[src/rtl/lmul_pkg.sv]
// Shared types and constants for the L-Mul score accumulator.
// BF16 field layout, fixed-point score format, FSM states.
package lmul_pkg;

  localparam int BF16_WIDTH    = 16;
  localparam int BF16_SIGN_POS = 15;
  localparam int BF16_EXP_LSB  = 7;
  localparam int BF16_EXP_W    = 8;
  localparam int BF16_MAN_W    = 7;
  localparam int BF16_EXP_BIAS = 127;

  localparam int ACC_W = 32;
  localparam int FRAC  = 16;

  typedef logic signed [ACC_W-1:0] score_t;

  typedef enum logic [1:0] {
    ACCUM,
    ARGMAX,
    DONE
  } state_e;

  localparam score_t ACC_MAX = {1'b0, {(ACC_W-1){1'b1}}};
  localparam score_t ACC_MIN = {1'b1, {(ACC_W-1){1'b0}}};

endpackage

[src/rtl/bf16_to_fixed.sv]
// Combinational bf16 -> signed Q(ACC_W-FRAC).FRAC converter.
// Zero/denormal -> 0, inf/NaN and overflow saturate, right shifts truncate.
module bf16_to_fixed
  import lmul_pkg::*;
(
  input  logic [BF16_WIDTH-1:0] bf_i,
  output score_t                fx_o
);

  localparam int LSH_W = $clog2(ACC_W);
  localparam logic signed [9:0] SH_OFF =
    10'(BF16_EXP_BIAS - FRAC + BF16_MAN_W);
  localparam logic signed [9:0] SH_SAT =
    10'(ACC_W - BF16_MAN_W - 1);
  localparam logic signed [9:0] SH_RMIN =
    -10'sd8;

  logic                  sgn;
  logic [BF16_EXP_W-1:0] ex;
  logic [BF16_MAN_W:0]   man;
  logic signed [9:0]     sh;
  logic [9:0]            nsh;
  score_t                mag;

  // Decode fields, align mantissa to the score's binary point, apply sign.
  always_comb begin
    sgn = bf_i[BF16_SIGN_POS];
    ex  = bf_i[BF16_EXP_LSB +: BF16_EXP_W];
    man = {1'b1, bf_i[BF16_MAN_W-1:0]};
    sh  = $signed({2'b00, ex}) - SH_OFF;
    nsh = 10'(-sh);
    mag = '0;
    if (ex == '0) begin
      mag = '0;
    end else if (ex == '1) begin
      mag = ACC_MAX;
    end else if (sh >= SH_SAT) begin
      mag = ACC_MAX;
    end else if (sh >= 10'sd0) begin
      mag = $signed({{(ACC_W-BF16_MAN_W-1){1'b0}}, man}
                    << sh[LSH_W-1:0]);
    end else if (sh > SH_RMIN) begin
      mag = $signed({{(ACC_W-BF16_MAN_W-1){1'b0}},
                     man >> nsh[2:0]});
    end
    fx_o = sgn ? -mag : mag;
  end

endmodule

[src/rtl/lmul_score_accum.sv]
// Sums bf16 products into per-class scores, then argmax -> valid/ready.
// Define LMUL_ACC_SAT_EN for saturating score adds (default: wrap).
module lmul_score_accum
  import lmul_pkg::*;
#(
  parameter  int N     = 28,
  parameter  int M     = 10,
  localparam int CLS_W = (M > 1) ? $clog2(M) : 1,
  localparam int ELM_W = (N*N > 1) ? $clog2(N*N) : 1
) (
  input  logic                  clk,
  input  logic                  rst,
  input  logic                  i_valid,
  output logic                  i_ready,
  input  logic [BF16_WIDTH-1:0] i_p,
  output logic                  o_valid,
  input  logic                  o_ready,
  output logic [CLS_W-1:0]      o_class,
  output logic [ACC_W-1:0]      o_score,
  output logic                  o_busy
);

  localparam logic [CLS_W-1:0] CLS_LAST = CLS_W'(M-1);
  localparam logic [ELM_W-1:0] ELM_LAST = ELM_W'(N*N-1);

  state_e           state_q, state_d;
  logic [ELM_W-1:0] elem_q;
  logic [CLS_W-1:0] cls_q;
  logic             last_q;
  logic             busy_q;
  score_t           conv_d, conv_q;
  logic             add_v_q;
  logic [CLS_W-1:0] add_cls_q;
  score_t           score_q [M];
  logic [CLS_W-1:0] scan_q;
  score_t           best_q;
  logic [CLS_W-1:0] best_idx_q;

  logic accept, hs, last_acc, start_scan;

  function automatic score_t acc_add(score_t a, score_t b);
`ifdef LMUL_ACC_SAT_EN
    logic signed [ACC_W:0] s;
    s = {a[ACC_W-1], a} + {b[ACC_W-1], b};
    if (s[ACC_W] != s[ACC_W-1])
      return s[ACC_W] ? ACC_MIN : ACC_MAX;
    return s[ACC_W-1:0];
`else
    return a + b;
`endif
  endfunction

  assign accept     = i_valid & i_ready;
  assign hs         = o_valid & o_ready;
  assign last_acc   = accept & (cls_q == CLS_LAST)
                    & (elem_q == ELM_LAST);
  assign start_scan = (state_q == ACCUM) & (state_d == ARGMAX);

  bf16_to_fixed u_cvt (
    .bf_i (i_p),
    .fx_o (conv_d)
  );

  // FSM state register.
  always_ff @(posedge clk) begin
    if (rst) state_q <= ACCUM;
    else     state_q <= state_d;
  end

  // FSM next state: leave ACCUM only after the final add has landed.
  always_comb begin
    state_d = state_q;
    unique case (state_q)
      ACCUM:   if (last_q && !add_v_q) state_d = ARGMAX;
      ARGMAX:  if (scan_q == CLS_LAST) state_d = DONE;
      DONE:    if (o_ready)            state_d = ACCUM;
      default: state_d = ACCUM;
    endcase
  end

  // FSM outputs.
  always_comb begin
    i_ready = (state_q == ACCUM) && !last_q;
    o_valid = (state_q == DONE);
    o_busy  = busy_q;
  end

  assign o_class = best_idx_q;
  assign o_score = best_q;

  // Product position counters and frame-complete / busy flags.
  always_ff @(posedge clk) begin
    if (rst || hs) begin
      elem_q <= '0;
      cls_q  <= '0;
      last_q <= 1'b0;
      busy_q <= 1'b0;
    end else if (accept) begin
      busy_q <= 1'b1;
      if (last_acc) begin
        elem_q <= '0;
        cls_q  <= '0;
        last_q <= 1'b1;
      end else if (elem_q == ELM_LAST) begin
        elem_q <= '0;
        cls_q  <= cls_q + 1'b1;
      end else begin
        elem_q <= elem_q + 1'b1;
      end
    end
  end

  // Register the converted product together with its class tag.
  always_ff @(posedge clk) begin
    if (rst) begin
      add_v_q   <= 1'b0;
      conv_q    <= '0;
      add_cls_q <= '0;
    end else begin
      add_v_q <= accept;
      if (accept) begin
        conv_q    <= conv_d;
        add_cls_q <= cls_q;
      end
    end
  end

  // Per-class score accumulation.
  always_ff @(posedge clk) begin
    if (rst || hs) begin
      for (int i = 0; i < M; i++) score_q[i] <= '0;
    end else if (add_v_q) begin
      score_q[add_cls_q] <= acc_add(score_q[add_cls_q], conv_q);
    end
  end

  // Sequential argmax; strict compare keeps the lowest index on ties.
  always_ff @(posedge clk) begin
    if (rst || hs) begin
      scan_q     <= '0;
      best_q     <= '0;
      best_idx_q <= '0;
    end else if (start_scan) begin
      scan_q     <= '0;
      best_q     <= ACC_MIN;
      best_idx_q <= '0;
    end else if (state_q == ARGMAX) begin
      if (score_q[scan_q] > best_q) begin
        best_q     <= score_q[scan_q];
        best_idx_q <= scan_q;
      end
      if (scan_q != CLS_LAST) scan_q <= scan_q + 1'b1;
    end
  end

endmodule

[config.mk]
export PLATFORM = sky130hd
export DESIGN_NAME = lmul_score_accum
export DESIGN_NICKNAME = d
export VERILOG_FILES = /design/src/rtl/lmul_pkg.sv /design/src/rtl/bf16_to_fixed.sv /design/src/rtl/lmul_score_accum.sv
export SDC_FILE = /design/constraint.sdc
export NUM_CORES = 1
export LEC_CHECK = 0
export ABC_AREA = 0
export CAP_MARGIN = 25
export CELL_PAD_IN_SITES_DETAIL_PLACEMENT = 1
export CELL_PAD_IN_SITES_GLOBAL_PLACEMENT = 2
export CORE_ASPECT_RATIO = 1.5
export CORE_MARGIN = 2
export CORE_UTILIZATION = 47
export DETAILED_ROUTE_END_ITERATION = 16
export DONT_BUFFER_PORTS = 1
export PLACE_DENSITY_LB_ADDON = 0.1
export SLEW_MARGIN = 0
export SYNTH_ARGS = -nofsm -noshare
export SYNTH_HDL_FRONTEND = slang
export SYNTH_SLANG_ARGS = --single-unit
[constraint.sdc]
create_clock -name clk -period 6.17 [get_ports clk]
set_input_delay 1.234 -clock clk [delete_from_list [all_inputs] [get_ports clk]]
set_output_delay 1.234 -clock clk [all_outputs]
set_load 0.01 [all_outputs]
==> results of run 1 <==
## cell usage in the layout (no fill, tap or decap), types with 16 or more instances in the layout
cell         n
a211oi_1    18
a21o_1      27
a21oi_1     88
a31oi_1     16
buf_4       59
clkbuf_16   62
dfxtp_1     95
edfxtp_1   512
ha_1        74
inv_1       74
mux2i_1     45
mux4_2     326
nand2_1    146
nand3_1     25
nor2_1     426
nor2b_1     17
nor3_1      24
o21ai_0     41
xnor2_1     30
xor2_1      33
## final cells by class
type                            count  share of cell area
Timing Repair Buffer               75              0.0207
Multi-Input combinational cell   1553               0.404
Clock buffer                       85              0.0470
Sequential cell                   615               0.483
Inverter                           74             0.00768
Clock inverter                     27             0.00619
Tap cell                          900              0.0311
## cells by family (layout without fill, tap and decap cells)
group           after synthesis  in the layout  synth area share
xor+xnor                     63             63            0.0168
mux                         381            381             0.241
buf+inv                     230            261            0.0279
fa+ha+maj                    75             75            0.0288
simple gates                760            760            0.0999
flops                       615            615             0.531
compound gates              274            274            0.0553
## how the worst min path moves through the flow
| stage | startpoint | end | slack [ps] | cells past startpoint |
|---|---|---|---|---|
| floorplan | conv_q[28] | conv_q[28] | 430 | 2 |
| global placement | conv_q[31] | conv_q[31] | 450 | 2 |
| detailed placement | conv_q[31] | conv_q[31] | 460 | 2 |
| CTS | conv_q[31] | conv_q[31] | 470 | 2 |
| global route | conv_q[31] | conv_q[31] | 500 | 2 |
| finish | conv_q[31] | conv_q[31] | 470 | 2 |
## state kept, by name, summed over array words and instances (netlist names), named ones only
signal	count
cls_q	4
o_busy	1
conv_q	32
state_q	2
o_class	4
add_v_q	1
scan_q	4
elem_q	10
last_q	1
o_score	32
score_q	512
add_cls_q	4
## worst register-to-register path: stages (launching register included)
cell and delay (ps):
dfxtp_4 640, buf_4 410, mux4_2 570, mux4_2 620, ha_1 330, nand4_1 80, nor2_1 450, nand4_1 540
o31ai_1 790, mux2i_4 380, buf_12 300, mux2i_1 270, nor2_1 70
## metrics by stage
| step | area (um^2) | instances | hold slack, ps | utilization | worst slack [ps] |
|---|---|---|---|---|---|
| after floorplan | 32900 | 2398 | 432 | - | 703 |
| after global placement | 34200 | 3216 | 452 | 0.495 | 529 |
| after detailed placement | 34200 | 3217 | 461 | 0.495 | 426 |
| after CTS | 36200 | 3329 | 470 | 0.523 | 548 |
| after global routing | 36200 | 3329 | 496 | 0.523 | 295 |
| final | 36200 | 3329 | 470 | 0.523 | 573 |
## per-layer routing
| layer | vias to the layer above | share of wire | track usage | wire, um |
|---|---|---|---|---|
| met5 | - | 0 | 0 | 0 |
| met4 | 0 | 0.042 | 0.118 | 4550 |
| met3 | 222 | 0.065 | 0.0458 | 7040 |
| met2 | 858 | 0.53 | 0.552 | 57200 |
| met1 | 11617 | 0.36 | 0.373 | 39400 |
| li1 | 9223 | - | - | - |
## power by group
group          leakage, nW  switching [mW]  internal (mW)  total, mW
Combinational         5.09           0.541          0.312      0.853
Sequential            5.55          0.0899           4.62       4.71
Clock                0.941            1.63           2.04       3.67
Total                 11.6            2.26           6.97       9.23
==> flow_summary.json, run 1 <==
{
  "grt_pass1_wl_um": 159000,
  "p_leak_nw": 11.6,
  "critical-path-top-delay-family": "multiplexers",
  "syn_avg_cell_area_um2": 13.7,
  "grt_max_degree": 58,
  "crit_path_start_kind": "flop",
  "slowest_stage": "o31ai_1",
  "synthTopCellsByCount": "edfxtp_1, nor2_1, mux4_2",
  "post-route-min-period_ps": 5600,
  "viasPerCell": 6.58,
  "cts_sinks": 615,
  "total_power_mw": 9.23,
  "grt_usage": 0.308,
  "yosysTopAreaCellShare": 0.468,
  "dp_hpwl_um": 70800,
  "syn-cell-area_um2": 32900,
  "cts_buffer_depth": 3,
  "fmax_mhz": 179,
  "critPathMaxStageDelay_ps": 790,
  "maxSlewViolCount": 0,
  "regToRegEndpoint": "o_score[15]",
  "clkTransAtPathRegs_ps": 60,
  "rsz0062_at_grt": "false",
  "routed_wl_um": 108000,
  "overflow": 0,
  "outcome": "completed",
  "cts_setup_buffers": 0,
  "die_area_um2": 72100,
  "ys_seq_area_frac": 0.531,
  "netlist-cell-type-count": 83,
  "insertion_delay_ps": 650,
  "worstPathMaxFanout": 28,
  "post_cts_resize_count": 0,
  "antenna_cells": 0,
  "antenna_found_initial": 1,
  "synth.top_cells.by_area": "edfxtp_1, mux4_2, dfxtp_1",
  "setup_tns_ps": 0,
  "ys_async_sr_fraction": 0,
  "rrSetupSlack_ps": 570,
  "multiInputGateArea_um2": 14600,
  "period_share": 0.907,
  "initialDrtViolationCount": 1987,
  "worst_ir_drop_vdd_mv": 0.216,
  "arrival_ps": 6090,
  "ios": 59,
  "ant_nets": 0,
  "slew_headroom": 0.268,
  "clockRootBuffer": "clkbuf_16",
  "clock_skew_ps": 27.7,
  "hold_buffers": 0,
  "io_buffers": 0,
  "hp-class": "reg -> reg",
  "synth_most_common_cell": "edfxtp_1",
  "path_cells": "buf_4 -> mux4_2 -> mux4_2 -> ha_1 -> nand4_1 -> nor2_1 -> nand4_1 -> o31ai_1 -> mux2i_4 -> buf_12 -> mux2i_1 -> nor2_1",
  "start_util": 0.475,
  "path_depth": 12,
  "coreArea_um2": 69100,
  "end_kind": "flop",
  "critPathBufInv": 2,
  "area_growth_pct": 10.1,
  "dieHeight_um": 328,
  "ff_latch_area_um2": 17500,
  "ctsHtreeMaxLevel": 2,
  "synth_nets": 2493,
  "setup_violations": 0,
  "endpoint": "o_score[15]",
  "maxCapViolCount": 0,
  "cts_tree": "yes",
  "gp_congestion": 0.902,
  "p_per_area_nw_per_um2": 255,
  "fillers": 6727,
  "fin_nets": 2474,
  "worstPathRequired_ps": 6670,
  "cts_made_buffers": 60,
  "synth-edff-count": 512,
  "ys.flop_type": "edfxtp_1",
  "ys_seq_elements": 615,
  "ys_warn_count": 0,
  "worst_slew_pin_slew_ps": 1090,
  "synth_area_leader_cell": "edfxtp_1",
  "drc": 0,
  "critical_path_class": "reg -> reg",
  "synthCells": 2398,
  "drive_gt1_frac": 0.229,
  "dr.pass1.iters": 5,
  "hold_violations": 0,
  "wl_per_cell_um": 32.5,
  "die_x_um": 220,
  "reg2reg_depth": 12,
  "first_global_vias": 23578,
  "dr_total_vias": 21920,
  "rows": 118
}
Note: power is estimated with default switching activity, not from simulation.
==> run 2: changes to the inputs <==
--- a/config.mk
+++ b/config.mk
@@ -5,16 +5,18 @@
 export SDC_FILE = /design/constraint.sdc
 export NUM_CORES = 1
 export LEC_CHECK = 0
-export ABC_AREA = 0
+export ABC_AREA = 1
 export CAP_MARGIN = 25
 export CELL_PAD_IN_SITES_DETAIL_PLACEMENT = 1
 export CELL_PAD_IN_SITES_GLOBAL_PLACEMENT = 2
 export CORE_ASPECT_RATIO = 1.5
 export CORE_MARGIN = 2
-export CORE_UTILIZATION = 47
+export CORE_UTILIZATION = 40
 export DETAILED_ROUTE_END_ITERATION = 16
 export DONT_BUFFER_PORTS = 1
+export HOLD_SLACK_MARGIN = 0.05
 export PLACE_DENSITY_LB_ADDON = 0.1
+export SETUP_SLACK_MARGIN = 0.15
 export SLEW_MARGIN = 0
 export SYNTH_ARGS = -nofsm -noshare
 export SYNTH_HDL_FRONTEND = slang
==> run 2 against run 1 <==
Against the previous run:
- via count grew 42%
- sequential share of layout area shrank 3.1 points
- die area grew 25%
- sequential power is essentially flat
- clock-buffer cell count grew 10
- final area grew 6.9%
- critical path depth grew 7
- fmax grew 7.9%
- routed wire length grew 27%
- final cell count grew 61%
- non-clock buffer count grew 37
==> flow_summary.json, run 2 <==
{
  "rows": 132,
  "start_util": 0.405,
  "post-route-min-period_ps": 5190,
  "hold_violations": 0,
  "slew_headroom": 0.310,
  "cts_tree": "yes",
  "die_x_um": 246,
  "layout_common_cells": "nand2_1, a21oi_1, edfxtp_1",
  "drc": 0,
  "synth.top_cells.by_area": "edfxtp_1, a21oi_1, nand2_1",
  "p_comb_frac": 0.124,
  "p_seq_frac": 0.473,
  "maxSlewViolCount": 0,
  "critPathMaxStageDelay_ps": 680,
  "placed_cells": 5234,
  "drive_gt1_frac": 0.0787,
  "cts_sinks": 615,
  "grt_usage": 0.304,
  "synth_area_leader_cell": "edfxtp_1",
  "wl_per_cell_um": 25.7,
  "crit_path_start_kind": "flop",
  "setup_tns_ps": 0,
  "critical-path-top-delay-family": "simple AND/OR/NAND/NOR gates",
  "cts_made_buffers": 67,
  "grt_max_degree": 106,
  "outcome": "completed",
  "fin_nets": 4260,
  "dp_hpwl_um": 88100,
  "regMostFlops": "score_q",
  "clock_skew_ps": 29.4,
  "synthTopCellsByCount": "nand2_1, a21oi_1, edfxtp_1",
  "ys_warn_count": 0,
  "syn-cell-area_um2": 35000,
  "insertion_delay_ps": 660,
  "synth_nets": 4357,
  "hold_buffers": 0,
  "period_share": 0.841,
  "synthCells": 4262,
  "clockPowerShare": 0.403,
  "ff_latch_area_um2": 17500,
  "grt_pass1_wl_um": 202000,
  "cts_setup_buffers": 0,
  "maxCapViolCount": 0,
  "ios": 59,
  "post_cts_resize_count": 0,
  "coreArea_um2": 86500,
  "fillers": 10401,
  "cts_buffer_depth": 3,
  "switching_share": 0.274,
  "arrival_ps": 5690,
  "mostFrequentLayoutCell": "nand2_1",
  "clockRootBuffer": "clkbuf_16",
  "io_buffers": 0,
  "critical_path_class": "reg -> reg",
  "ys_seq_elements": 615,
  "slowest_stage": "dfxtp_4",
  "worstPathMaxFanout": 40,
  "dr_total_vias": 31069,
  "p_leak_nw": 14.5,
  "ys_seq_area_frac": 0.498,
  "clkTransAtPathRegs_ps": 70,
  "worst_ir_drop_vdd_mv": 0.197,
  "p_per_area_nw_per_um2": 257,
  "ys.flop_type": "edfxtp_1",
  "synth_most_common_cell": "nand2_1",
  "p_switching_mw": 2.72,
  "netlist-cell-type-count": 51,
  "setup_violations": 0,
  "syn_avg_cell_area_um2": 8.22,
  "gp_congestion": 0.860,
  "synth-edff-count": 512,
  "end_kind": "flop",
  "viasPerCell": 5.80,
  "yosysTopAreaCellShare": 0.439,
  "first_global_vias": 31571,
  "final_cells": 5358,
  "antenna_found_initial": 3,
  "ctsHtreeMaxLevel": 3,
  "rsz0062_at_grt": "false",
  "initialDrtViolationCount": 2381,
  "path_cells": "buf_4 -> a21oi_1 -> o21ai_0 -> nand2_1 -> o221ai_1 -> nand2_1 -> ha_1 -> nand2_1 -> nor4_1 -> nand3_1 -> nand3_1 -> a21oi_1 -> o21ai_1 -> nand2_1 -> nand2_1 -> nor2_1 -> nor2_1 -> inv_2 -> nor2_1",
  "area_growth_pct": 10.4,
  "overflow": 0,
  "ys_async_sr_fraction": 0,
  "routed_wl_um": 137000,
  "critPathBufInv": 2,
  "die_area_um2": 90000,
  "multiInputGateArea_um2": 14700,
  "final_util": 0.447,
  "dr.pass1.iters": 6,
  "hp-class": "reg -> reg",
  "fmax_mhz": 193,
  "critPathMostFrequentCell": "nand2_1",
  "ant_nets": 0,
  "worstPathRequired_ps": 6670,
  "largest_reg_flops": 512,
  "dieHeight_um": 366,
  "worst_slew_pin_slew_ps": 1020,
  "intPower_mw": 7.19
}
[run 2: cell count changes in the layout (fill, tap and decap cells not counted), sizes merged, moves of 36 or more]
| cell | before | now |
|---|---|---|
| nand2 | 162 | 706 |
| o21ai | 44 | 516 |
| a21oi | 94 | 537 |
| inv | 77 | 446 |
| mux4 | 326 | 0 |
| nand3 | 28 | 306 |
| o211ai | 7 | 107 |
| o221ai | 2 | 67 |
| mux2i | 46 | 0 |
| nor2 | 430 | 475 |
| buf | 75 | 111 |
[run 2: layout make-up]
class                   instances  area share
inverters                     470      0.0457
clock buffers                  95      0.0491
flip-flops and latches        615       0.452
well taps                    1139      0.0369
clock inverters                26     0.00550
multi-input cells            2899       0.381
repair buffers                112      0.0295
diodes                          2    0.000129
[run 2: logic make-up (layout without fill, tap and decap cells)]
group	after synthesis	after routing	synth area share
AO/OA/AOI/OAI	1266	1266	0.198
XOR/XNOR	18	18	0.00472
adder cells (fa/ha/maj)	75	75	0.0270
buffers and inverters	748	703	0.0840
flip-flops	615	615	0.498
other	0	2	0
AND/OR/NAND/NOR	1540	1540	0.188
[run 2: through the flow]
step | hold slack (ps) | total power, mW | setup WS, ps | cell area, um^2
4_1_cts | 501 | 9.98 | 1030 | 38600
6_report | 494 | 9.91 | 982 | 38700
5_1_grt | 509 | 10.3 | 500 | 38600
3_3_place_gp | 488 | 5.98 | 1080 | 36500
3_5_place_dp | 493 | 6.00 | 1050 | 36500
2_1_floorplan | 460 | 5.56 | 1180 | 35000
[run 2: metal layers]
metal  up-vias  global-route usage  share of wire
met4         0               0.113          0.037
li1      14472                   -              -
met5         -                   0              0
met2       907               0.539           0.51
met3       265              0.0459          0.059
met1     15425               0.369           0.40
[run 2: power groups by stage]
stage          combinational, mW  sequential (mW)  clock [mW]
3_5_place_dp                1.22             4.78           0
6_report                    1.23             4.69        3.99
3_3_place_gp                1.21             4.77           0
2_1_floorplan              0.820             4.74           0
5_1_grt                     1.36             4.70        4.20
4_1_cts                     1.23             4.69        4.06
[run 2: path summary, 6_finish.rpt]
check,start,end,slack [ps],depth (start not counted)
max,flop,score_q[1][31],980,19
min,elem_q[1],elem_q[1],490,2
max reg2reg,flop,score_q[1][31],980,19
min reg2reg,elem_q[1],elem_q[1],490,2
[run 2: worst min-delay path, cell delays in order, from the launching register on]
cell	delay [ps]
dfxtp_1	320
nand2_1	60
a21oi_1	60
==> run 3: changes to the inputs <==
==> constraint.sdc (replaced) <==
create_clock -name clk -period 4.8 [get_ports clk]
set_input_delay 0.96 -clock clk [delete_from_list [all_inputs] [get_ports clk]]
set_output_delay 0.96 -clock clk [all_outputs]
set_load 0.01 [all_outputs]
==> run 3 against run 2 <==
Against the previous run:
- final area up 2.2%
- fmax grew 16%
- critical path type unchanged
- highest routed layer is now met5
- clock skew is 3.0 ps lower
- global-route usage grew 0.45 points
==> flow_summary.json, run 3 (synthesized netlist as in run 2, its figures left out) <==
{
  "drive_gt1_frac": 0.101,
  "hold_violations": 0,
  "drc": 0,
  "worst_ir_drop_vdd_mv": 0.255,
  "outcome": "completed",
  "start_util": 0.405,
  "largest_reg_flops": 512,
  "die_x_um": 246,
  "hold_ws_ps": 385,
  "rsz0062_at_grt": "true",
  "overflow": 0,
  "routed_wl_um": 140000,
  "fmax_mhz": 224,
  "clockRootBuffer": "clkbuf_16",
  "crit_path_start_kind": "flop",
  "path_cells": "buf_4 -> buf_12 -> buf_4 -> a21oi_1 -> o21ai_0 -> nand2_1 -> o22ai_1 -> o21ai_0 -> fa_1 -> nand3_1 -> nand3_1 -> nand2_1 -> a21oi_1 -> a21oi_1 -> inv_1 -> a21oi_1 -> inv_1 -> nand2_1 -> nand2_1 -> nor2_2 -> clkinvlp_4 -> nor2_1",
  "p_leak_nw": 15.0,
  "maxSlewViolCount": 0,
  "maxCapViolCount": 0,
  "arrival_ps": 4960,
  "cts_sinks": 615,
  "cts_tree": "yes",
  "critPathMaxStageDelay_ps": 500,
  "worstPathMaxFanout": 27,
  "period_share": 0.928,
  "gp_congestion": 0.858,
  "dr.pass1.iters": 5,
  "p_comb_frac": 0.129,
  "initialDrtViolationCount": 2483,
  "ios": 59,
  "hold_buffers": 0,
  "antenna_found_initial": 2,
  "cts_made_buffers": 67,
  "post-route-min-period_ps": 4460,
  "reg2reg_depth": 22,
  "p_per_area_nw_per_um2": 324,
  "dieHeight_um": 366,
  "die_area_um2": 90000,
  "critical_path_class": "reg -> reg",
  "grt_usage": 0.308,
  "hp-class": "in -> reg",
  "layout_common_cells": "nand2_1, a21oi_1, edfxtp_1",
  "slowest_stage": "fa_1",
  "insertion_delay_ps": 660,
  "clock_skew_ps": 26.4,
  "switching_share": 0.274,
  "mostFrequentLayoutCell": "nand2_1",
  "dr_total_vias": 31553,
  "cts_buffer_depth": 3,
  "clkTransAtPathRegs_ps": 70,
  "setup_violations": 0,
  "p_switching_mw": 3.51,
  "total_power_mw": 12.8,
  "viasPerCell": 5.79,
  "end_kind": "flop",
  "setup_tns_ps": 0,
  "regMostFlops": "score_q",
  "fin_nets": 4357,
  "clockPowerShare": 0.401,
  "ctsHtreeMaxLevel": 3,
  "worstPathRequired_ps": 5300,
  "worst_slew_pin_slew_ps": 967,
  "whs_path_depth": 1,
  "wl_per_cell_um": 25.8,
  "dp_hpwl_um": 92900,
  "grt_max_degree": 98,
  "coreArea_um2": 86500,
  "io_buffers": 0,
  "p_seq_frac": 0.470,
  "intPower_mw": 9.30,
  "rows": 132,
  "area_growth_pct": 12.9,
  "ant_nets": 0,
  "grt_pass1_wl_um": 205000,
  "first_global_vias": 31868,
  "slew_headroom": 0.353
}
==> run 3: worst max-delay path, delay by kind of cell, from the launching register on <==
family / cells / cell delay, ps
adder cells (fa/ha/maj): 1 / 500
buffers and inverters: 6 / 1050
AND/OR/NAND/NOR: 8 / 1080
flip-flops: 1 / 470
AO/OA/AOI/OAI: 7 / 1210
==> run 3: through the flow <==
step | instances | instance area [um^2] | utilization | setup slack (ps)
finish | 5453 | 39500 | 0.457 | 343
global route | 5452 | 39500 | 0.457 | 145
CTS | 5441 | 39300 | 0.455 | 203
detailed placement | 5320 | 37200 | 0.430 | 24.5
global placement | 5320 | 37200 | 0.430 | 79.4
floorplan | 4262 | 35000 | - | 660
==> run 3: power by group through the flow <==
stage / clock network [mW] / logic [mW] / registers (mW)
floorplan: 0 / 1.05 / 6.09
global placement: 0 / 1.60 / 6.13
detailed placement: 0 / 1.61 / 6.14
CTS: 5.21 / 1.63 / 6.02
global route: 5.39 / 1.83 / 6.03
finish: 5.14 / 1.66 / 6.02
==> run 3: final cells by class <==
type | instances | area (um^2)
antenna | 1 | 2.50
clock buffer | 81 | 1800
clock inverter | 39 | 297
fill | 10352 | 47000
inverter | 470 | 1770
multi-input combinational | 2899 | 14800
sequential | 615 | 17500
tap | 1139 | 1430
timing repair buffer | 209 | 2000
==> run 3: repair_timing <==
action,in CTS,in global routing
setup endpoints to repair,32,110
pin swaps,0,1
resized for setup,2,4
setup buffers,1,11
==> run 3: worst paths after layout <==
path                                        to  startpoint  slack (ps)
worst max-delay path            score_q[1][16]        flop         340
worst min register to register       elem_q[1]   elem_q[1]         490
worst min-delay path                state_q[1]         rst         390
worst max register to register  score_q[1][16]        flop         340
==> run 3: metal layers <==
| metal | wire [um] | vias up | global-route usage |
|---|---|---|---|
| met4 | 4760 | 4 | 0.101 |
| met5 | 31 | - | 0 |
| met2 | 71400 | 889 | 0.553 |
| met1 | 56800 | 15774 | 0.380 |
| li1 | - | 14656 | - |
| met3 | 7380 | 230 | 0.0386 |
